## config.mk

```make
export PLATFORM = sky130hd
export DESIGN_NAME = ifu_fetch
export DESIGN_NICKNAME = d
export VERILOG_FILES = /design/src/rtl/ifu_fetch.sv
export SDC_FILE = /design/constraint.sdc
export NUM_CORES = 1
export LEC_CHECK = 0
export CORE_ASPECT_RATIO = 1.25
export CORE_MARGIN = 2
export CORE_UTILIZATION = 45
export DETAILED_ROUTE_END_ITERATION = 10
export MAX_ROUTING_LAYER = met4
export PLACE_DENSITY = 0.8
export SLEW_MARGIN = 5
export SYNTH_ARGS = -nofsm -noshare
export SYNTH_HDL_FRONTEND = slang
export SYNTH_SLANG_ARGS = --single-unit
```

## constraint.sdc

```tcl
create_clock -name clk -period 1.8 [get_ports clk]
set_clock_uncertainty 0.05 [all_clocks]
set_input_delay 0.27 -clock clk [delete_from_list [all_inputs] [get_ports clk]]
set_output_delay 0.27 -clock clk [all_outputs]
set_load 0.01 [all_outputs]
```

## src/rtl/ifu_fetch.sv

```systemverilog
// Instruction fetch stage: PC register, held redirects and the IF/ID register.
// A redirect that arrives during a stall is held and applied once the stall drops.
module ifu_fetch #(
   parameter logic [31:0] IM_BASE  = 32'h0000_3000,
   parameter int          IM_WORDS = 4096
) (
   input  logic        clk,
   input  logic        reset,
   input  logic        stall,
   input  logic        flush,
   input  logic        redirect_valid,
   input  logic [31:0] redirect_target,
   input  logic [31:0] im_instr,
   output logic [31:0] im_pc,
   output logic [31:0] id_instr,
   output logic [31:0] id_pc,
   output logic        id_valid,
   output logic        id_exc_adel,
   output logic [31:0] fetch_count
);

   localparam logic [32:0] IM_LO = {1'b0, IM_BASE};
   localparam logic [32:0] IM_HI = IM_LO + (33'(IM_WORDS) << 2);

   logic [31:0] pc_q, pc_d;
   logic        pend_valid_q, pend_valid_d;
   logic [31:0] pend_target_q, pend_target_d;
   logic [31:0] id_instr_q, id_instr_d;
   logic [31:0] id_pc_q, id_pc_d;
   logic        id_valid_q, id_valid_d;
   logic        id_exc_q, id_exc_d;
   logic [31:0] fetch_cnt_q, fetch_cnt_d;
   logic        addr_err;

   // Misaligned or outside the instruction memory window (33-bit, no wrap)
   always_comb begin
      addr_err = (pc_q[1:0] != 2'b00)
               | ({1'b0, pc_q} < IM_LO)
               | ({1'b0, pc_q} >= IM_HI);
   end

   // Next PC and redirect held across a stall
   always_comb begin
      pc_d          = pc_q;
      pend_valid_d  = pend_valid_q;
      pend_target_d = pend_target_q;
      if (!stall) begin
         pend_valid_d = 1'b0;
         if (redirect_valid) begin
            pc_d = redirect_target;
         end else if (pend_valid_q) begin
            pc_d = pend_target_q;
         end else begin
            pc_d = pc_q + 32'd4;
         end
      end else if (redirect_valid) begin
         pend_valid_d  = 1'b1;
         pend_target_d = redirect_target;
      end
   end

   // IF/ID load: flush bubbles even while stalled; redirect never squashes
   always_comb begin
      id_instr_d  = id_instr_q;
      id_pc_d     = id_pc_q;
      id_valid_d  = id_valid_q;
      id_exc_d    = id_exc_q;
      fetch_cnt_d = fetch_cnt_q;
      if (flush) begin
         id_instr_d = 32'd0;
         id_pc_d    = 32'd0;
         id_valid_d = 1'b0;
         id_exc_d   = 1'b0;
      end else if (!stall) begin
         id_instr_d  = addr_err ? 32'd0 : im_instr;
         id_pc_d     = pc_q;
         id_valid_d  = 1'b1;
         id_exc_d    = addr_err;
         fetch_cnt_d = fetch_cnt_q + 32'd1;
      end
   end

   // State registers with asynchronous active-low reset
   always_ff @(posedge clk or negedge reset) begin
      if (!reset) begin
         pc_q          <= IM_BASE;
         pend_valid_q  <= 1'b0;
         pend_target_q <= 32'd0;
         id_instr_q    <= 32'd0;
         id_pc_q       <= 32'd0;
         id_valid_q    <= 1'b0;
         id_exc_q      <= 1'b0;
         fetch_cnt_q   <= 32'd0;
      end else begin
         pc_q          <= pc_d;
         pend_valid_q  <= pend_valid_d;
         pend_target_q <= pend_target_d;
         id_instr_q    <= id_instr_d;
         id_pc_q       <= id_pc_d;
         id_valid_q    <= id_valid_d;
         id_exc_q      <= id_exc_d;
         fetch_cnt_q   <= fetch_cnt_d;
      end
   end

   assign im_pc       = pc_q;
   assign id_instr    = id_instr_q;
   assign id_pc       = id_pc_q;
   assign id_valid    = id_valid_q;
   assign id_exc_adel = id_exc_q;
   assign fetch_count = fetch_cnt_q;

endmodule

```

# Word level (Yosys, flattened, before mapping)
# Cells that the tools add are included.
# totals
output_inout_bits,130
in_bits,69
register_bits,163
# op_classes
magnitude_cmp,2
n_eq_ne,2
bitwise_logic,4
reduce_logical,3
n_mux,13
n_addsub,2
# op_table
op,count
$mux 32,7
$add 32x1->32 const B,1
$add 32x3->32 const B,1
$ge 32x15->1 const B,1
$lt 32x14->1 const B,1
$mux 1,6
$ne 2x1->1 const B,2
$reduce_and 2->1,2
$not 1->1,2
$or 1x1->1,2
$reduce_bool 2->1,1

# Logic depth before layout (Yosys ltp)
# depth
depth_word,6
depth_mapped,6

# Least setup slack after synthesis
# No wires, ideal clock.
# synth_path
path_type,register to register
startpoint,"reg fetch_cnt_q[0], in the netlist fetch_count[0]"
endpoint,"reg fetch_cnt_q[28], in the netlist fetch_count[28]"
period_less_slack_ps,1966
setup_slack_ps,-166
t_arrival_ps,1790
required_time_ps,1624
path_stages_with_launch,7
cell_sequence,dfrtp_1 > ha_1 > or3b_1 > nor4_1 > buf_2 > nand4_1 > xnor2_1
# synth_between
elab_chain_cells,1
# synth_rtl
element,line_no,source
from (decl),32,"logic [31:0] fetch_cnt_q, fetch_cnt_d;"
from (signal assigned),102,fetch_cnt_q <= fetch_cnt_d;
$add 32x1->32,79,fetch_cnt_d = fetch_cnt_q + 32'd1;
# Every way passes these cells.
# A chain may end at the register's enable or synchronous reset.

# Final worst setup path
# layout_path
startpoint,"reg pc_q[24], in the netlist im_pc[24]"
endpoint,"reg id_instr_q[17], in the netlist id_instr[17]"
# layout_between
elab_chain_cells,6
# layout_rtl
element,line_no,source
from (decl),25,"logic [31:0] pc_q, pc_d;"
from (signal assigned),95,pc_q <= pc_d;
$lt 32x14->1,38,"| ({1'b0, pc_q} < IM_LO)"
$or 1x1->1,38,
$or 1x1->1 *,39,"| ({1'b0, pc_q} >= IM_HI);"
$mux 32 *,75,id_instr_d = addr_err ? 32'd0 : im_instr;
$mux 32 *,74,end else if (!stall) begin
$mux 32 *,69,if (flush) begin
to (signal assigned),98,id_instr_q <= id_instr_d;
to (decl),28,"logic [31:0] id_instr_q, id_instr_d;"
# Every way passes the cells marked *; elsewhere a longest branch is shown, timed or not. The select of a mux whose other input is x is not followed.

==> results.cfg <==
[power_and_ir_drop]
p_leak_nw = 5.05
ir_drop_mv = 0.616
p_per_area_mw_per_mm2 = 855

[route]
wl_per_cell_um = 18.7
vias_per_cell = 5.78
first_iter_violations = 529
firstDrtPassIters = 6
vias = 7341
antenna_left = 0
finalWirelength_mm = 23.7
drc_errors = 0

[die]
rows = 54
fp.dieW_um = 123
io_pins = 199
core-area_mm2 = 0.0174
die_y_um = 153
dieArea_mm2 = 0.0189
initial_utilization_pct = 45.9

[timing]
fmax_mhz = 521
worstMarginPinSlew_ps = 728
setup_viol = 37
rsz0062_at_grt = yes
fin_crit_ps = 1920
fin_ws_ps = -118
slew_violations = 0
period_share_pct = 107
timing.slew.headroom_pct = 51.5
hold_viol = 0

[cts]
h-tree-depth = 4
clkSinkCount = 163
numCtsBuffers = 17
insertion_delay_ps = 430
cts_max_path_buffers = 2
cts_root_buf = clkbuf_16
cts_tree = built
cts.reportedPaths.clkPinSlew_ps = 60

[placed_design]
gp_congestion = 0.961
dpl.hpwl_mm = 16.4
pre_cts_ws_ps = -263
placement.io_buffers = 198

[final_layout]
final_core_util_pct = 67.4
drive_gt1_share_pct = 23.1
syn_to_final_growth_pct = 46.8
nets = 1105
n_fill_cell = 1338

[critical_path]
r2r_slack_ps = -120
end_kind = register
crit_fanout = 33
arrival_ps = 2220
worstSetupPathType = reg2reg
cp-start-kind = register
crit_required_ps = 2100

[logic_synthesis]
synthArstFlopShare_pct = 100
syn_area_per_cell_um2 = 10.5
synth_edf_count = 0
ys.flop_type = dfrtp_1
synthCells = 763
post-synth-top-area-cell = dfrtp_1
ys_types = 64
synth_common_cells = 161 x dfrtp_1, 71 x nand2_1, 49 x a21oi_1, 49 x nor2_1, 36 x clkbuf_1
seq_area_frac_synth_pct = 51.0
yosysMostFrequentCell = dfrtp_1
syn_nets = 835
netlist.area_leader.share_pct = 50.3
syn_area_mm2 = 0.00800
yosys_warnings = 0
yosys-top-cells-area = dfrtp_1 50%, mux2_2 4.6%, mux2i_1 4.1%
synth_seq_cells = 163

[grt]
grt-ovfl-total = 0
use_met2_pct = 42.1
grt_pass1_vias = 7378
grtUsageTotal_pct = 26.0
use_met1_pct = 31.3
grt_max_degree = 64
use_met3_pct = 6.08
antenna_found_initial = 1
grt_pass1_wl_mm = 37.6
grt.busiest_layer = met2

[job]
maxCapViolations = 0

[outcome]
outcome = finished with violations
violations = negative setup slack

[min_path]
hold_class = in2reg
power breakdown:
group | switching (mW) | internal, mW | leakage [nW]
Combinational | 1.14 | 1.23 | 2.70
Sequential | 0.278 | 4.02 | 2.10
Clock | 1.57 | 1.82 | 0.261
Total | 2.98 | 7.07 | 5.05
cell families after synthesis:
family / count (synthesis) / synth area share (%)
compound gates: 149 / 12.0
buf+inv: 72 / 4.11
fa+ha+maj: 3 / 0.469
simple gates: 279 / 20.3
mux: 66 / 8.77
flops: 163 / 51.0
xor+xnor: 31 / 3.39
routing by layer:
layer,vias up,routed length [um],part of all wire [%]
met5,-,0,0
met4,0,739,3.1
met3,59,1750,7.4
met2,313,11900,50
met1,3612,9340,39
li1,3357,-,-
registers in the layout, indices dropped and copies added, names as in the netlist:
signal / cells
pend_valid_q: 1
im_pc: 32
fetch_count: 32
pend_target_q: 32
id_valid: 1
id_exc_adel: 1
id_instr: 32
id_pc: 32
path summary, 6_finish.rpt:
kind	depth (start not counted)	to	start
max	5	id_instr[17]$_DFFE_PN0P_	im_pc[24]$_DFFE_PN0N_
min reg2reg	1	fetch_count[31]$_DFFE_PN0P_	fetch_count[31]$_DFFE_PN0P_
min in group asynchronous	2	id_instr[7]$_DFFE_PN0P_	reset
max reg2reg	5	id_instr[17]$_DFFE_PN0P_	im_pc[24]$_DFFE_PN0N_
min	3	id_pc[25]$_DFFE_PN0P_	flush
max in group asynchronous	3	im_pc[13]$_DFFE_PN1N_	reset
final cells by class:
| class | instances | area [um^2] | area share, % |
|---|---|---|---|
| clock buffers | 19 | 443 | 3.77 |
| diodes | 1 | 2.50 | 0.0213 |
| inverters | 11 | 41.3 | 0.351 |
| repair buffers | 312 | 2970 | 25.2 |
| clock inverters | 13 | 103 | 0.873 |
| well taps | 224 | 280 | 2.39 |
| multi-input cells | 528 | 3820 | 32.5 |
| flip-flops and latches | 163 | 4100 | 34.8 |
critical path: stages, from the launching register on:
cell	delay [ps]
dfrtp_1	430
nor4_4	290
o211ai_1	200
buf_12	200
or4b_1	500
a21oi_2	150
cell usage in the layout, fill, tap and decap left out, drive strengths merged, types with 15 or more instances in the layout:
cell,n
clkdlybuf4s50,162
dfrtp,161
buf,116
nand2,71
nor2,49
a21oi,49
mux2,33
mux2i,33
or4b,31
o21ai,31
nand4,28
xnor2,26
dlygate4sd2,22
nand3,21
clkbuf,21
nor3,19
nor4,16
inv,15
metrics by stage:
step / instance area, um^2 / cells / power, mW / TNS [ps] / hold slack, ps
6_report: 11800 / 1271 / 10.1 / -2440 / 131
2_1_floorplan: 8100 / 763 / 5.37 / -1860 / -75.6
4_1_cts: 11500 / 1265 / 10.1 / -1640 / 117
5_1_grt: 11800 / 1271 / 10.5 / -6050 / 146
3_3_place_gp: 10900 / 1218 / 6.58 / -5840 / 164
3_5_place_dp: 10900 / 1218 / 6.65 / -8800 / 169
what timing repair did:
item	4_1_cts	5_1_grt
gates resized for setup	39	44
setup buffers	14	5
hold buffers	1	0
setup endpoints to repair	73	70
endpoints found under the hold margin	37	0
pin swaps	7	19
No activity file was read; power rests on OpenSTA's default activity.
